`config.mk`:
```
export PLATFORM = sky130hd
export DESIGN_NAME = mem_dump
export DESIGN_NICKNAME = d
export VERILOG_FILES = /design/src/rtl/mem_dump.sv
export SDC_FILE = /design/constraint.sdc
export NUM_CORES = 1
export LEC_CHECK = 0
export ABC_AREA = 0
export BUFFER_PORTS_ARGS = -buffer_cell sky130_fd_sc_hd__buf_2
export CORE_UTILIZATION = 53
export DETAILED_ROUTE_END_ITERATION = 10
export PLACE_DENSITY_LB_ADDON = 0.1
export REMOVE_ABC_BUFFERS = 1
export SYNTH_ARGS = -nofsm -noshare
export SYNTH_HDL_FRONTEND = slang
export SYNTH_SLANG_ARGS = --single-unit
```
`constraint.sdc`:
```
create_clock -name clk -period 3.09 [get_ports clk]
set_clock_uncertainty 0.2 [all_clocks]
set_input_delay 0.4635 -clock clk [delete_from_list [all_inputs] [get_ports clk]]
set_output_delay 0.4635 -clock clk [all_outputs]
set_load 0.01 [all_outputs]
```
`src/rtl/mem_dump.sv`:
```
// Memory dump engine: reads a contiguous range of 32-bit data words and streams them out LSB-first.
// Optional trailer byte (XOR of all data bytes) is enabled by defining MEM_DUMP_CSUM_EN.
module mem_dump #(
    parameter int CNT_W = 16
) (
    input  logic             clk,
    input  logic             reset_x,
    input  logic             start,
    input  logic [31:0]      base_addr,
    input  logic [CNT_W-1:0] num_words,
    output logic             mem_re,
    output logic [31:0]      mem_addr,
    input  logic [31:0]      mem_rdata,
    output logic [7:0]       tx_data,
    output logic             tx_valid,
    input  logic             tx_ready,
    output logic             busy,
    output logic             done
);

    typedef enum logic [2:0] {
        IDLE,
        RD,
        CAP,
        SEND,
`ifdef MEM_DUMP_CSUM_EN
        CSUM,
`endif
        FIN
    } state_t;

    state_t           state_q, state_d;
    state_t           after_data;
    logic [31:0]      addr_q;
    logic [CNT_W-1:0] remaining;
    logic [31:0]      shift_q;
    logic [1:0]       byte_idx;
    logic             hs;
`ifdef MEM_DUMP_CSUM_EN
    logic [7:0]       csum_q;
`endif

    assign hs = tx_valid && tx_ready;

    always_comb begin
`ifdef MEM_DUMP_CSUM_EN
        after_data = CSUM;
`else
        after_data = FIN;
`endif
    end

    // NOTE: state updates use non-blocking assignments so every register sees pre-edge values.
    always_ff @(posedge clk or negedge reset_x) begin
        if (!reset_x) begin
            state_q <= IDLE;
        end else begin
            state_q <= state_d;
        end
    end

    // NOTE: every output of this block is defaulted first so no path leaves a latch behind.
    always_comb begin
        state_d = state_q;
        case (state_q)
            IDLE: if (start) state_d = (num_words == '0) ? after_data : RD;
            RD:   state_d = CAP;
            CAP:  state_d = SEND;
            SEND: if (hs && byte_idx == 2'd3) state_d = (remaining == CNT_W'(1)) ? after_data : RD;
`ifdef MEM_DUMP_CSUM_EN
            CSUM: if (hs) state_d = FIN;
`endif
            FIN:  state_d = IDLE;
            default: state_d = IDLE;
        endcase
    end

    always_ff @(posedge clk or negedge reset_x) begin
        if (!reset_x) begin
            addr_q    <= '0;
            remaining <= '0;
            shift_q   <= '0;
            byte_idx  <= '0;
`ifdef MEM_DUMP_CSUM_EN
            csum_q    <= '0;
`endif
        end else begin
            case (state_q)
                IDLE: if (start) begin
                    addr_q    <= {base_addr[31:2], 2'b00};
                    remaining <= num_words;
`ifdef MEM_DUMP_CSUM_EN
                    csum_q    <= '0;
`endif
                end
                CAP: begin
                    shift_q  <= mem_rdata;
                    byte_idx <= '0;
                end
                SEND: if (hs) begin
                    shift_q  <= shift_q >> 8;
                    byte_idx <= byte_idx + 2'd1;
`ifdef MEM_DUMP_CSUM_EN
                    csum_q   <= csum_q ^ shift_q[7:0];
`endif
                    if (byte_idx == 2'd3) begin
                        // Word finished: the address wraps modulo 2^32 without complaint.
                        remaining <= remaining - CNT_W'(1);
                        addr_q    <= addr_q + 32'd4;
                    end
                end
                default: ;
            endcase
        end
    end

    always_comb begin
        mem_re   = (state_q == RD);
        mem_addr = addr_q;
        busy     = (state_q != IDLE);
        done     = (state_q == FIN);
        tx_valid = 1'b0;
        tx_data  = 8'h00;
        if (state_q == SEND) begin
            tx_valid = 1'b1;
            tx_data  = shift_q[7:0];
        end
`ifdef MEM_DUMP_CSUM_EN
        if (state_q == CSUM) begin
            tx_valid = 1'b1;
            tx_data  = csum_q;
        end
`endif
    end

endmodule

```
### Word level (Yosys, flattened, before mapping)

Cells that the tools add are included.

| word-level totals | value |
|---|---|
| bits of input ports | 84 |
| register bits | 85 |

| operators by class | value |
|---|---|
| muxes and demuxes | 19 |
| reduce and logical (&&, ||, !) cells | 10 |
| add/sub/neg operators | 3 |
| eq/ne operators | 10 |

Operators by type and width:

| operator | number |
|---|---|
| $mux W32 | 4 |
| $pmux W32 S2 | 2 |
| $mux W16 | 3 |
| $add A32 B3 Y32 const B | 1 |
| $pmux W16 S2 | 1 |
| $eq A16 B1 Y1 const B | 1 |
| $logic_not A16 Y1 | 1 |
| $sub A16 B1 Y16 const B | 1 |
| $mux W3 | 4 |
| $pmux W3 S4 | 1 |
| $mux W8 | 1 |
| $ne A2 B2 Y1 const B | 4 |
| $eq A3 B2 Y1 const B | 2 |
| $pmux W2 S2 | 1 |
| $reduce_and A2 Y1 | 2 |
| $reduce_and A4 Y1 | 1 |
| $reduce_bool A2 Y1 | 2 |
| $eq A3 B1 Y1 const B | 1 |
| $eq A3 B3 Y1 const B | 1 |
| $logic_not A3 Y1 | 1 |
| $reduce_bool A3 Y1 | 1 |
| $add A2 B1 Y2 const B | 1 |
| $eq A2 B2 Y1 const B | 1 |
| $logic_and A1 B1 Y1 | 2 |
| 2 further kinds | 2 |

### Logic depth before layout (Yosys ltp)

| depth | value |
|---|---|
| depth after elaboration | 6 |
| gate-level depth with buffers | 9 |
| depth with buffers taken out | 7 |

### Least setup slack after synthesis

OpenSTA, ideal clock, no wires.

| timing path | value |
|---|---|
| kind | register to output |
| start point | register state_q[2] |
| end point | output tx_data[0] |
| arrival | 1.811 ns |
| path buffers | 4 |
| data required time | 2.426 ns |
| path slack | 0.616 ns |
| stages on the path, launching flop included | 8 |
| cells stage by stage | dfrtp_1 clkbuf_1 nand3b_1 inv_1 buf_2 buf_1 clkbuf_1 and2_1 |

| between the ends | value |
|---|---|
| longest elaborated chain between the ends | 2 |

Ends and longest elaborated chain:

| element | RTL line | text |
|---|---|---|
| start, declared | 32 | `state_t state_q, state_d;` |
| start signal, assigned | 58 | `state_q <= state_d;` |
| $eq A3 B2 Y1 | 124 | `if (state_q == SEND) begin` |
| $mux W8 | 124 |  |
| end, declared | 14 | `output logic [7:0] tx_data,` |

No other way between the ends.

### Final worst setup path

| timing path | value |
|---|---|
| start point | register state_q[2] |
| end point | output tx_data[4] |

Same word-level chain as after synthesis.

==> flow_summary_export.csv <==
group,metric,value,unit
setup_path,crit_required,2.43,ns
placed_design,place_congestion,0.8833,
power,leakage,2.555,nW
synthesis,synth_edf_count,0,
cells_and_area,nets,724,
clock_tree,path_clk_slew,0.09,ns
synthesis,netlist_area,0.004634,mm²
synthesis,synth_top_area_cell,"dfrtp_1",
timing,slew_headroom,45.89,%
global_routing,gr-total-overflow,0,
synthesis,synth_cell_types,55,
clock_tree,ctsHoldBuffers,1,
synthesis,synthArstFlopShare,100.0,%
clock_tree,cts_setup_buffers,0,
route,first_pass_iters,5,
global_routing,grt_pass1_wl,19380,µm
setup_path,cpPeakStageDelay,0.53,ns
timing,finalSetupViolations,0,
die,die_w,95.51,µm
route,via_count,4443,
synthesis,ys_seq_area_share,44.82,%
timing,hold_viol_final,0,
global_routing,grt_max_degree,57,
clock_tree,cts_max_path_buffers,2,
timing,fin_crit,2.691,ns
synthesis,ys_warn_count,0,
run,cap_violations,0,
placed_design,dp_hpwl,8350,µm
timing,finalCritPeriodShare,87.09,%
synthesis,synthCells,524,
cells_and_area,drive_gt1_share,26.09,%
route,drtIter0Drc,188,
setup_path,end_kind,"output port",
die,ios,128,
clock_tree,worstSkewPairLatency,0.35,ns
route,antenna_left,0,
cells_and_area,diodes,0,
route,avgViaCountPerCell,5.964,
die,rows,33,
global_routing,first_global_vias,4138,
outcome,status,"finished clean",
cells_and_area,multi_input_area,0.002402,mm²
die,die-area,0.009122,mm²
synthesis,ys_top_cells_by_area,"dfrtp_1 (45%), o21ai_0 (5.7%), nand2_1 (5.5%)",
setup_path,cp_cell_sequence,"nand3b_1, clkinv_2, buf_12, and2_1, buf_2",
power,ir_drop,0.3662,mV
die,initial_utilization,55.57,%
global_routing,grt_util_all_layers,27.31,%
route,wl_per_cell,15.74,µm
clock_tree,ctsResizeCount,0,
setup_path,path_max_fanout,36,
setup_path,path_class,"reg2out",
timing,setup_tns,0,ns
timing,fin_ws,0.3989,ns
synthesis,ys.flop_type,"dfrtp_1",
timing,worst_pin_slew,0.8117,ns
clock_tree,clock_tree.root_cell,"clkbuf_8",
timing,max_freq,371.6,MHz
hold_path,min-delay-path-class,"in2reg",
die,die_h,95.51,µm
cells_and_area,ff_latch_area,0.002077,mm²
timing,slew_violations,0,
clock_tree,numClockSinks,83,
global_routing,antenna_found_initial,0,
route,wl,11730,µm
placed_design,pre_cts_slack,0.5098,ns
synthesis,yosys.area.top_type_share,44.82,%
synthesis,ys_ff_latch,83,
synthesis,avgSynthCellArea,8.844,µm²
clock_tree,cts_buffers,9,
setup_path,critical_path.startpoint_type,"register",
clock_tree,htree_levels,3,
timing,rsz0062_at_grt,"no",
route,drc,0,
setup_path,crit_family,"buffers and inverters",
cells_and_area,fillers,737,
cells_and_area,layout-area-overhead-vs-synth,19.87,%
die,core,0.008341,mm²
placed_design,numPortBuffers,123,
setup_path,path_buf_inv,3,
power,power.density,906.4,mW/mm²
setup_path,slowest_stage,"dfrtp_1",
clock_tree,cts_tree,"built",
setup_path,cp.arrival,2.03,ns
-- area by class of cell --
type / count / share of cell area, %
inverters: 5 / 0.3604
well taps: 105 / 2.365
clock buffers: 9 / 2.230
clock inverters: 6 / 0.7658
flip-flops and latches: 83 / 37.39
repair buffers: 138 / 13.65
multi-input cells: 399 / 43.24
-- layer usage --
metal / share of wire, % / routed length [µm] / global-route usage (%) / up-vias
met2: 47 / 5461 / 44.70 / 178
li1: - / - / - / 2172
met4: 1.2 / 146 / 9.204 / 0
met3: 6.9 / 806 / 3.509 / 12
met1: 45 / 5316 / 37.42 / 2081
met5: 0 / 0 / 0 / -
-- synth_stat cells, types with 3 or more instances --
library cell / instances
nand4_1: 10
mux2i_1: 25
buf_2: 10
o21ai_0: 53
a22oi_1: 4
and3_1: 5
a211oi_1: 3
dfrtp_1: 83
o32ai_1: 5
nor2_1: 30
o22ai_1: 13
and2_1: 9
and4_1: 6
a2bb2oi_1: 8
nand3_1: 24
inv_1: 5
nor3_1: 12
o22a_1: 4
nand2_1: 68
nor4_1: 8
a21oi_1: 46
buf_1: 4
a22o_1: 8
o21a_1: 5
or3_1: 6
nor3b_1: 4
ha_1: 4
a31oi_1: 3
clkbuf_1: 22
-- worst paths after layout --
kind / depth (start not counted) / end / startpoint / slack, ns
min in group asynchronous: 2 / shift_q[7] / reset_x / 0.45
hold reg to reg: 2 / shift_q[1] / shift_q[1] / 0.28
hold / removal: 2 / shift_q[29] / mem_rdata[29] / 0.12
setup / recovery: 5 / tx_data[4] / state_q[2] / 0.40
setup reg to reg: 5 / mem_addr[16] / state_q[1] / 0.51
max in group asynchronous: 3 / shift_q[4] / reset_x / 1.53
-- kinds of logic (layout without fill, tap and decap cells) --
logic type,after synthesis,count (layout),share of synthesized area (%)
AO/OA/AOI/OAI,170,170,23.00
adder cells (fa/ha/maj),4,4,1.080
buffers and inverters,43,158,3.915
flip-flops,83,83,44.82
multiplexers,25,25,5.400
other,1,2,0.08092
AND/OR/NAND/NOR,198,198,21.71
-- sequential cells by signal, summed over array words and instances, names as in the netlist --
register,count
mem_addr,30
remaining,16
shift_q,32
byte_idx,2
state_q,3
-- per-stage QoR --
stage / area [µm²] / util (%) / hold WS [ns] / total power, mW / cells
floorplan: 4476 / - / -0.03209 / 3.524 / 487
global placement: 5379 / 64.49 / 0.2528 / 4.251 / 729
detailed placement: 5379 / 64.49 / 0.2626 / 4.350 / 729
CTS: 5555 / 66.61 / 0.1142 / 5.057 / 745
global route: 5555 / 66.61 / 0.1241 / 5.463 / 745
finish: 5555 / 66.61 / 0.1234 / 5.035 / 745
-- placed cells by master, fill, tap and decap left out, types with 9 or more instances in the layout --
master / count
dfrtp_1: 83
o21ai_0: 53
nand2_1: 68
nand3_1: 24
mux2i_1: 25
nand4_1: 10
clkbuf_8: 9
nor3_1: 12
and2_1: 9
o22ai_1: 13
a21oi_1: 44
buf_2: 122
buf_4: 13
nor2_1: 30
-- power breakdown --
part,switching (mW),internal (mW)
Sequential,0.473,1.56
Clock,0.408,0.289
Combinational,1.30,1.01
-- worst reg2reg max path: stages (launching register included) --
cell     delay [ns]
dfrtp_1        0.48
or3b_2         0.55
a21o_1         0.49
buf_4          0.33
nor4_1         0.30
a311o_1        0.17
Note: power is estimated with default switching activity, not from simulation.
